**src/rtl/and_32_pkg.sv**
```systemverilog
// Shared ALU32 types: the data word, its boundary constants
// and the status flag bundle used by the result/flag stages.
package alu32_pkg;

  typedef logic signed [31:0] word_t;

  localparam word_t WORD_ZERO = 32'sh0000_0000;
  localparam word_t WORD_ONES = 32'shFFFF_FFFF;

  typedef struct packed {
    logic zero;
    logic ones;
    logic sign;
  } alu_flags_t;

endpackage

```
**src/rtl/and_32_slice.sv**
```systemverilog
// 8-bit bitwise AND lane; four of these form the 32-bit
// combinational result.
module and_slice #(
  parameter int W = 8
) (
  input  logic [W-1:0] a,
  input  logic [W-1:0] b,
  output logic [W-1:0] z
);

  assign z = a & b;

endmodule

```
**src/rtl/and_32.sv**
```systemverilog
// 32-bit bitwise AND: combinational result for the ALU mux
// plus a one-cycle registered copy with zero/ones/sign flags.
module and_32
  import alu32_pkg::*;
#(
  parameter int WIDTH = 32
) (
  input  logic                    clk,
  input  logic                    rst_n,
  input  logic signed [WIDTH-1:0] x,
  input  logic signed [WIDTH-1:0] y,
  input  logic                    in_valid,
  output logic signed [WIDTH-1:0] z,
  output logic signed [WIDTH-1:0] z_q,
  output logic                    out_valid,
  output logic                    zero_q,
  output logic                    ones_q,
  output logic                    sign_q
);

  localparam int SLICES = WIDTH / 8;

  genvar g;
  for (g = 0; g < SLICES; g++) begin : g_slice
    and_slice #(.W(8)) u_slice (
      .a (x[g*8 +: 8]),
      .b (y[g*8 +: 8]),
      .z (z[g*8 +: 8])
    );
  end

  alu_flags_t flags_d;
  alu_flags_t flags_q;

  // Flags come from the same combinational word that z_q loads.
  always_comb begin
    flags_d      = '0;
    flags_d.zero = ~|z;
    flags_d.ones = &z;
    flags_d.sign = z[WIDTH-1];
  end

  always_ff @(posedge clk or negedge rst_n) begin
    if (!rst_n) begin
      z_q       <= '0;
      flags_q   <= '0;
      out_valid <= 1'b0;
    end else begin
      out_valid <= in_valid;
      if (in_valid) begin
        z_q     <= z;
        flags_q <= flags_d;
      end
    end
  end

  assign zero_q = flags_q.zero;
  assign ones_q = flags_q.ones;
  assign sign_q = flags_q.sign;

endmodule

```
**config.mk**
```make
export PLATFORM = sky130hd
export DESIGN_NAME = and_32
export DESIGN_NICKNAME = d
export VERILOG_FILES = /design/src/rtl/and_32_pkg.sv /design/src/rtl/and_32_slice.sv /design/src/rtl/and_32.sv
export SDC_FILE = /design/constraint.sdc
export NUM_CORES = 1
export LEC_CHECK = 0
export CAP_MARGIN = 20
export CORE_MARGIN = 2
export CORE_UTILIZATION = 29
export CTS_CLUSTER_DIAMETER = 50
export DETAILED_ROUTE_END_ITERATION = 12
export MAX_ROUTING_LAYER = met4
export PLACE_DENSITY = 0.83
export SLEW_MARGIN = 20
export SYNTH_ARGS = -nofsm -noshare
export SYNTH_HDL_FRONTEND = slang
export SYNTH_HIERARCHICAL = 1
export SYNTH_SLANG_ARGS = --single-unit
```
**constraint.sdc**
```tcl
create_clock -name clk -period 1 [get_ports clk]
set_clock_uncertainty 0.15 [all_clocks]
set_input_delay 0.15 -clock clk [delete_from_list [all_inputs] [get_ports clk]]
set_output_delay 0.15 -clock clk [all_outputs]
set_load 0.1 [all_outputs]
```
# Yosys cells after proc, flatten, opt, wreduce, memory -nomap -nowiden
# Cells that the tools add are included.
[totals]
reg_bits = 36
inputBits = 67
latchBits = 0
ramBits = 0
out_inout_bits = 68
word_cells = 12
n_memories = 0
rom_bits = 0
[classes]
order_cmp = 0
reduce_logical = 3
muxes = 0
bitwise = 4
mul = 0
shift = 0
add_sub_neg = 0
eq_ne = 0
div_mod_pow = 0
[op_table]
columns = ["operator", "count"]
rows = [
  ["$and 8x8->8", 4],
  ["$reduce_and 32->1", 1],
  ["$reduce_or 32->1", 1],
  ["$logic_not 1->1", 1],
]

# Longest topological paths before layout
# Gate-level depths: netlist of the first run.
[logic_depth]
depth_word = 3
depth_mapped = 4

# By module
# The synthesis of the first run kept the hierarchy.
[by_module_without_submodules]
columns = ["module", "cells_each", "area_per_inst_um2", "instances"]
rows = [
  ["and_32", 97, 1446.4, 1],
  ["and_slice", 8, 50.0, 4],
]

# Worst setup path before layout of the first run
# No wires, ideal clock.
[synth_timing]
kind = "input port to flip-flop"
start = "in x[24]"
end = "reg flags_q (netlist bit ones_q)"
path_slack_ps = -783
n_path_buf = 0
arrival_ps = 1568
stages = 4
setup_time_ps = 64
cell_sequence = "and2_1 > nand4_1 > nor4_1 > a31o_2"
[synth_via]
elab_chain_cells = 2
[synth_rtl]
columns = ["item", "line_no", "text"]
rows = [
  ["start, declared", "and_32.sv:10", "input logic signed [WIDTH-1:0] x,"],
  ["$and 8x8->8", "and_32_slice.sv:11", "assign z = a & b;"],
  ["$reduce_and 32->1", "and_32.sv:39", "flags_d.ones = &z;"],
  ["end signal, assigned", "and_32.sv:52", "flags_q <= flags_d;"],
  ["end, declared", "and_32.sv:33", "alu_flags_t flags_q;"],
]
# No other way between the ends.
# A chain may end at the register's enable or synchronous reset.

# Worst setup path in the final report of the first run
[layout_timing]
start = "reg z_q[31]"
end = "out z_q[31]"
[layout_lines]
columns = ["item", "line_no", "text"]
rows = [
  ["start, declared", "and_32.sv:14", "output logic signed [WIDTH-1:0] z_q,"],
  ["start signal, assigned", "and_32.sv:51", "z_q <= z;"],
]
# No word-level cell between the ends.

==> results of run 1 <==
[Yosys cell counts]
cell	instances
and2_1	32
nor4b_2	1
nor2_1	1
o31ai_2	1
nand2b_1	1
buf_2	1
nand4_1	10
nor4_1	8
nor2b_1	1
dfrtp_1	35
mux2_2	32
a31o_2	1
buf_6	1
buf_4	3
or3_1	1
[sequential cells by signal, summed over array words and instances, names as in the netlist]
name	flops
zero_q	1
out_valid	1
ones_q	1
z_q	32
[layout make-up]
type,count,area [um^2]
flip-flops and latches,35,1000
repair buffers,189,2410
clock buffers,8,100
well taps,72,90.1
fillers,300,976
multi-input cells,89,928
[per-layer routing]
layer | GRT usage, % | vias up
met5 | - | -
met2 | 42.2 | 83
met1 | 24.5 | 886
met4 | 6.90 | 0
met3 | 4.55 | 15
li1 | - | 843
[worst max-delay path by stage]
stage,startpoint,endpoint,slack (ps)
2_1_floorplan,x[20],zero_q,-270
3_3_place_gp,x[9],zero_q,-850
3_5_place_dp,x[9],zero_q,-950
4_1_cts,z_q[31],z_q[31],-280
5_1_grt,z_q[31],sign_q,-290
6_report,z_q[31],z_q[31],-280
[power groups by stage]
stage                     sequential, mW  combinational, mW  clock (mW)
after floorplan                     2.57              0.857           0
after global placement              1.76               3.02           0
after global routing                1.75               3.22        1.21
final                               1.74               3.13        1.15
after CTS                           1.74               3.08        1.17
after detailed placement            1.77               3.06           0
[timing repair]
action                                 4_1_cts  5_1_grt
hold buffers                                 1        0
setup buffers                               13        3
pin swaps                                   44       13
endpoints found under the hold margin       35        0
setup endpoints to repair                  102       82
resized for setup                          252       19
[logic make-up after synthesis]
logic type             count (synthesis)  synth area share [%]
AO/OA/AOI/OAI                          2                  1.29
buffers and inverters                  5                  2.36
flip-flops                            35                  53.2
multiplexers                          32                  21.9
AND/OR/NAND/NOR                       55                  21.3
[per-stage QoR]
stage                     cell area [um^2]  setup TNS, ps
after detailed placement              4280         -25170
after CTS                             4400         -10080
final                                 4530         -10070
after global placement                4280         -23850
after global routing                  4530         -11190
after floorplan                       1860          -6140
==> impl_metrics.json, run 1 <==
{
  "max_freq_mhz": 783,
  "syn_area_per_cell_um2": 12.8,
  "finalSetupViolCount": 70,
  "wl_per_cell_um": 17.8,
  "yosys.area.top_type_share_pct": 53.2,
  "cp_max_fo": 3,
  "dieHeight_um": 79.4,
  "clkSlewWorstSetupHoldPaths_ps": 70,
  "dr.pass1.iters": 2,
  "status": "complete, but fails checks",
  "yosysSeqAreaShare_pct": 53.2,
  "io_buffers": 134,
  "numCtsBuffers": 5,
  "end_kind": "primary output",
  "worstMarginPinSlew_ps": 267,
  "clock_sinks": 35,
  "routed-wl-met3_um": 425,
  "met1_length_um": 2430,
  "min_path_type": "input port to register",
  "core-area_mm2": 0.00551,
  "p_seq_share_pct": 28.8,
  "pre_cts_slack_ps": -949,
  "gp_congestion": 0.699,
  "synth_top_cell_by_area": "dfrtp_1",
  "yosysWarningCount": 6,
  "hold_depth": 2,
  "viasPerCell": 4.65,
  "arrival_ps": 980,
  "grt_pass1_vias": 2121,
  "drc": 0,
  "diodes": 0,
  "synth-seq-cells": 35,
  "ant_nets": 0,
  "overflow": 0,
  "grt_usage_pct": 22.8,
  "syn_nets": 196,
  "fin_nets": 387,
  "r2r_cells": 2,
  "crit_family": "flip-flops",
  "worstSkewPairLatency_ps": 280,
  "ioPinCount": 135,
  "cp_cell_sequence": "buf_12",
  "area_delta_synth_final_pct": 175,
  "p_sw_mw": 2.49,
  "fin_util_pct": 82.3,
  "rr_endpoint": "z_q[25]",
  "start_util_pct": 29.9,
  "num_vias": 1827,
  "leakagePower_nw": 2.04,
  "ir_drop_v": 0.00111,
  "syn_inst": 129,
  "r2r_slack_ps": -160,
  "final_cell_mix": "72 x buf_12, 52 x buf_6, 50 x buf_2, 32 x and2_4, 32 x dfrtp_4",
  "hpwl_um": 5420,
  "rsz0062_at_grt": "yes",
  "r2r_start": "z_q[25]",
  "yosysUniqueCellTypes": 15,
  "power.total_mw": 6.02,
  "cts_buffer_depth": 2,
  "slowest_stage": "dfrtp_4",
  "synthesis.area_mm2": 0.00165,
  "path_buf_inv": 1,
  "placedCellCount": 370,
  "holdPathEnd": "out_valid",
  "min_period_ps": 1280,
  "final_common_cell": "buf_12",
  "die_x_um": 79.4,
  "slowest_delay_ps": 510,
  "ys_top_cells_by_area": "dfrtp_1 53%, mux2_2 22%, and2_1 12%",
  "dieArea_mm2": 0.00630,
  "worst-path-stages": 1,
  "hold_viol": 0,
  "drt_iter0_drc": 51,
  "min_from": "in_valid",
  "drt-total-wl_um": 6990,
  "wl_met2_um": 3980,
  "rows": 27,
  "p_clk_share_pct": 19.2,
  "power_density_mw_per_mm2": 1330,
  "grt_pass1_wl_um": 10700,
  "layout-drive-gt1-share_pct": 95.0,
  "cts-root-buf": "clkbuf_8",
  "switching_share_pct": 41.4,
  "stdcell_count": 393,
  "intPower_mw": 3.53,
  "antenna_found_initial": 0,
  "violations": "setup timing",
  "fin_ws_ps": -277,
  "criticalPathCategory": "register to primary output",
  "critPathRequiredTime_ps": 700,
  "maxCapViolations": 0,
  "top_layer": "met4",
  "finalCritPeriodShare_pct": 128,
  "hold_slack_ps": 86.1,
  "grt_start_max_net_pins": 36,
  "cts_tree": "built",
  "slew_headroom_pct": 82.0,
  "p_comb_share_pct": 52.0,
  "cp-start-kind": "register",
  "maxSlewViolCount": 0,
  "htreeDepth": 2
}
Power figures use the tool's default switching activity.
==> run 2, diff against run 1 <==
Settings changed: CORE_ASPECT_RATIO set to 0.8.
==> impl_metrics.json, run 2 (same netlist as run 1, synthesis figures left out) <==
{
  "criticalPathCategory": "register to primary output",
  "stdcell_area_mm2": 0.00451,
  "dieHeight_um": 71.4,
  "numCtsBuffers": 5,
  "finalSetupViolCount": 70,
  "cts_buffer_depth": 2,
  "clock_sinks": 35,
  "violations": "setup timing",
  "critPathRequiredTime_ps": 700,
  "min_path_type": "input port to register",
  "hpwl_um": 5480,
  "num_vias": 1819,
  "dieArea_mm2": 0.00630,
  "leakagePower_nw": 2.02,
  "start_util_pct": 30.1,
  "worst-path-stages": 1,
  "final.setup.tns_ps": -10480,
  "fin_ws_ps": -288,
  "dr.pass1.iters": 4,
  "gp_congestion": 0.700,
  "worstSkewPairLatency_ps": 290,
  "maxSlewViolCount": 0,
  "io_buffers": 134,
  "area_delta_synth_final_pct": 174,
  "grt_usage_pct": 24.4,
  "pre_cts_slack_ps": -889,
  "grt_start_max_net_pins": 36,
  "viasPerCell": 4.58,
  "r2r_slack_ps": -140,
  "ant_nets": 0,
  "final_cell_mix": "70 x buf_12, 57 x buf_6, 47 x buf_2, 32 x and2_4, 32 x dfrtp_4",
  "slew_headroom_pct": 83.4,
  "layout-drive-gt1-share_pct": 95.0,
  "clkSlewWorstSetupHoldPaths_ps": 70,
  "min_period_ps": 1290,
  "finalCritPeriodShare_pct": 129,
  "dpl_cell_area_mm2": 0.00423,
  "arrival_ps": 990,
  "htreeDepth": 2,
  "hold_viol": 0,
  "ir_drop_v": 0.00114,
  "grt_pass1_vias": 2013,
  "hold_slack_ps": 81.5,
  "hold_depth": 2,
  "drc": 0,
  "path_buf_inv": 1,
  "cts_tree": "built",
  "antenna_found_initial": 0,
  "wl_per_cell_um": 17.6,
  "slowest_delay_ps": 510,
  "core-area_mm2": 0.00547,
  "slowest_stage": "dfrtp_4",
  "cts-root-buf": "clkbuf_8",
  "power_density_mw_per_mm2": 1340,
  "overflow": 0,
  "drt_iter0_drc": 28,
  "r2r_cells": 2,
  "power.total_mw": 6.02,
  "largest_register_ffs": 32,
  "placedCellCount": 374,
  "die_x_um": 88.2,
  "ioPinCount": 135,
  "status": "complete, but fails checks",
  "rsz0062_at_grt": "yes",
  "nFillCells": 302,
  "end_kind": "primary output",
  "max_freq_mhz": 777,
  "fin_nets": 385,
  "stdcell_count": 397,
  "drt-total-wl_um": 6970,
  "cp-start-kind": "register",
  "final_common_cell": "buf_12",
  "diodes": 0,
  "cp_max_fo": 3,
  "maxCapViolations": 0,
  "grt_pass1_wl_um": 10900,
  "cp_cell_sequence": "buf_12",
  "crit_family": "flip-flops",
  "max_flop_register": "z_q",
  "fin_util_pct": 82.5,
  "worstMarginPinSlew_ps": 247,
  "rows": 24
}
run 2: changes by cell type in the layout (fill, tap and decap cells not counted), moves of 2 or more:
| cell | change |
|---|---|
| buf_6 | +5 |
| mux2_2 | +3 |
| mux2_4 | -3 |
| buf_2 | -3 |
| buf_12 | -2 |
| buf_4 | -2 |
run 2: power breakdown:
| part | internal [mW] | leakage, nW | switching [mW] |
|---|---|---|---|
| clock | 0.629 | 0.0515 | 0.553 |
| combinational | 1.28 | 1.57 | 1.83 |
| sequential | 1.61 | 0.401 | 0.130 |
run 2: path summary, 6_finish.rpt:
| kind | from | endpoint |
|---|---|---|
| hold / removal | in_valid | out_valid |
| hold reg to reg | zero_q | zero_q |
| max in group asynchronous | rst_n | z_q[3] |
| setup reg to reg | z_q[12] | z_q[12] |
| min in group asynchronous | rst_n | z_q[13] |
| setup / recovery | z_q[31] | z_q[31] |
run 2: routing by layer:
layer | global-route usage (%) | wire length [um] | up-vias
met1 | 27.1 | 2580 | 878
met4 | 6.40 | 101 | 0
met2 | 42.6 | 3790 | 90
met5 | - | 0 | -
met3 | 7.14 | 499 | 12
li1 | - | - | 839
run 2: timing repair:
action / 4_1_cts / 5_1_grt
hold buffers: 1 / 0
setup endpoints to repair: 102 / 82
setup buffers: 15 / 1
pin swaps: 50 / 13
endpoints found under the hold margin: 35 / 0
gates resized for setup: 258 / 14
run 2: cell type report:
type	instances	area, um^2	share of cell area (%)
clock buffers	8	100	2.22
multi-input cells	89	933	20.7
flip-flops and latches	35	1000	22.2
well taps	78	97.6	2.17
repair buffers	187	2380	52.7
==> run 3, diff against run 2 <==
Settings changed: CORE_UTILIZATION 29 to 32, PLACE_DENSITY 0.83 to 0.86, RECOVER_POWER set to 25.
Clock period 1 ns to 1.4 ns, I/O delays scaled along.
==> impl_metrics.json, run 3 (same netlist as run 1, synthesis figures left out) <==
{
  "final.setup.tns_ps": 0,
  "fin_nets": 380,
  "rr_endpoint": "z_q[31]",
  "nFillCells": 202,
  "grt_start_max_net_pins": 32,
  "hold_slack_ps": 143,
  "core-area_mm2": 0.00498,
  "regArea_um2": 920,
  "ant_nets": 0,
  "multi_input_comb_area_um2": 906,
  "drc": 0,
  "hpwl_um": 5490,
  "viasPerCell": 4.81,
  "gp_congestion": 0.711,
  "slowest_stage": "dlygate4sd2_1",
  "hold_viol": 0,
  "stdcell_area_mm2": 0.00445,
  "hold_depth": 2,
  "num_vias": 1810,
  "grt_pass1_vias": 2000,
  "layout-drive-gt1-share_pct": 73.6,
  "clkSlewWorstSetupHoldPaths_ps": 70,
  "stdcell_count": 376,
  "holdPathEnd": "out_valid",
  "cp_cell_sequence": "dlygate4sd2_1 -> and2_4 -> buf_6 -> buf_4 -> buf_12",
  "max_flop_register": "z_q",
  "finalCritPeriodShare_pct": 99.2,
  "status": "complete, no violations",
  "final_common_cell": "buf_12",
  "dr.pass1.iters": 4,
  "critPathRequiredTime_ps": 1040,
  "power_density_mw_per_mm2": 940,
  "end_kind": "primary output",
  "cp_max_fo": 2,
  "grt_usage_pct": 26.1,
  "wl_per_cell_um": 19.7,
  "finalSetupViolCount": 0,
  "area_delta_synth_final_pct": 170,
  "worstSkewPairLatency_ps": 280,
  "path_buf_inv": 4,
  "r2r_slack_ps": 350,
  "overflow": 0,
  "dpl_cell_area_mm2": 0.00413,
  "dieHeight_um": 68.2,
  "diodes": 0,
  "rows": 23,
  "antenna_found_initial": 0,
  "cp-start-kind": "input port",
  "final_cell_mix": "71 x buf_12, 49 x dlygate4sd2_1, 32 x mux2_2, 32 x and2_4, 32 x dfrtp_2",
  "r2r_start": "z_q[31]",
  "ioPinCount": 135,
  "rsz0062_at_grt": "yes",
  "arrival_ps": 1030,
  "slowest_delay_ps": 250,
  "io_buffers": 134,
  "max_freq_mhz": 720,
  "cts-root-buf": "clkbuf_8",
  "clock_sinks": 35,
  "cts_tree": "built",
  "slew_headroom_pct": 70.4,
  "drt_iter0_drc": 68,
  "ir_drop_v": 0.000602,
  "placedCellCount": 357,
  "die_x_um": 84.2,
  "worstMarginPinSlew_ps": 444,
  "r2r_cells": 1,
  "largest_register_ffs": 32,
  "min_path_type": "input port to register",
  "maxSlewViolCount": 0,
  "dieArea_mm2": 0.00574,
  "maxCapViolations": 0,
  "min_period_ps": 1390,
  "crit_family": "buffers and inverters",
  "htreeDepth": 2,
  "grt_pass1_wl_um": 10800,
  "criticalPathCategory": "input port to primary output",
  "min_from": "in_valid",
  "start_util_pct": 33.1,
  "leakagePower_nw": 2.11,
  "cts_buffer_depth": 2,
  "numCtsBuffers": 5,
  "drt-total-wl_um": 7400
}
-- run 3: per-stage QoR --
stage | worst slack (ps) | total power [mW] | util, %
3_5_place_dp | -665 | 3.40 | 83.0
3_3_place_gp | -528 | 3.36 | 83.0
4_1_cts | -109 | 4.17 | 87.4
6_report | 11.4 | 4.18 | 89.4
5_1_grt | -0.711 | 4.31 | 89.4
2_1_floorplan | 1.83 | 2.39 | -
-- run 3: area by class of cell --
cell class                      count  share of cell area (%)
Clock buffer                        7                    1.94
Clock inverter                      1                   0.112
Multi-Input combinational cell     89                    20.3
Sequential cell                    35                    20.7
Tap cell                           62                    1.74
Timing Repair Buffer              182                    55.2
-- run 3: where the power goes --
| group | total, mW | switching, mW | internal [mW] |
|---|---|---|---|
| registers | 1.21 | 0.0977 | 1.11 |
| logic | 2.21 | 1.32 | 0.891 |
| clock network | 0.769 | 0.372 | 0.397 |
| total | 4.18 | 1.78 | 2.40 |
-- run 3: repair_timing --
item,4_1_cts,5_1_grt
buffers inserted,9,3
setup endpoints to repair,31,9
pin swaps,35,17
hold buffers,1,0
hold endpoints to repair,35,0
gates resized for setup,79,23
cloned,0,0
-- run 3: worst max path at each step --
stage	from	endpoint	cells after the start	slack (ps)
2_1_floorplan	x[28]	ones_q	4	2
3_3_place_gp	x[9]	zero_q	6	-530
3_5_place_dp	x[9]	zero_q	6	-660
4_1_cts	y[8]	zero_q	6	-110
5_1_grt	y[4]	z[4]	5	-0.7
6_report	y[4]	z[4]	5	10
-- run 3: per-layer routing --
metal | vias up | GRT usage (%) | wire [um]
li1 | 831 | - | -
met1 | 874 | 26.2 | 2590
met2 | 99 | 50.2 | 4120
met3 | 6 | 8.20 | 631
met4 | 0 | 6.65 | 61
met5 | - | - | 0
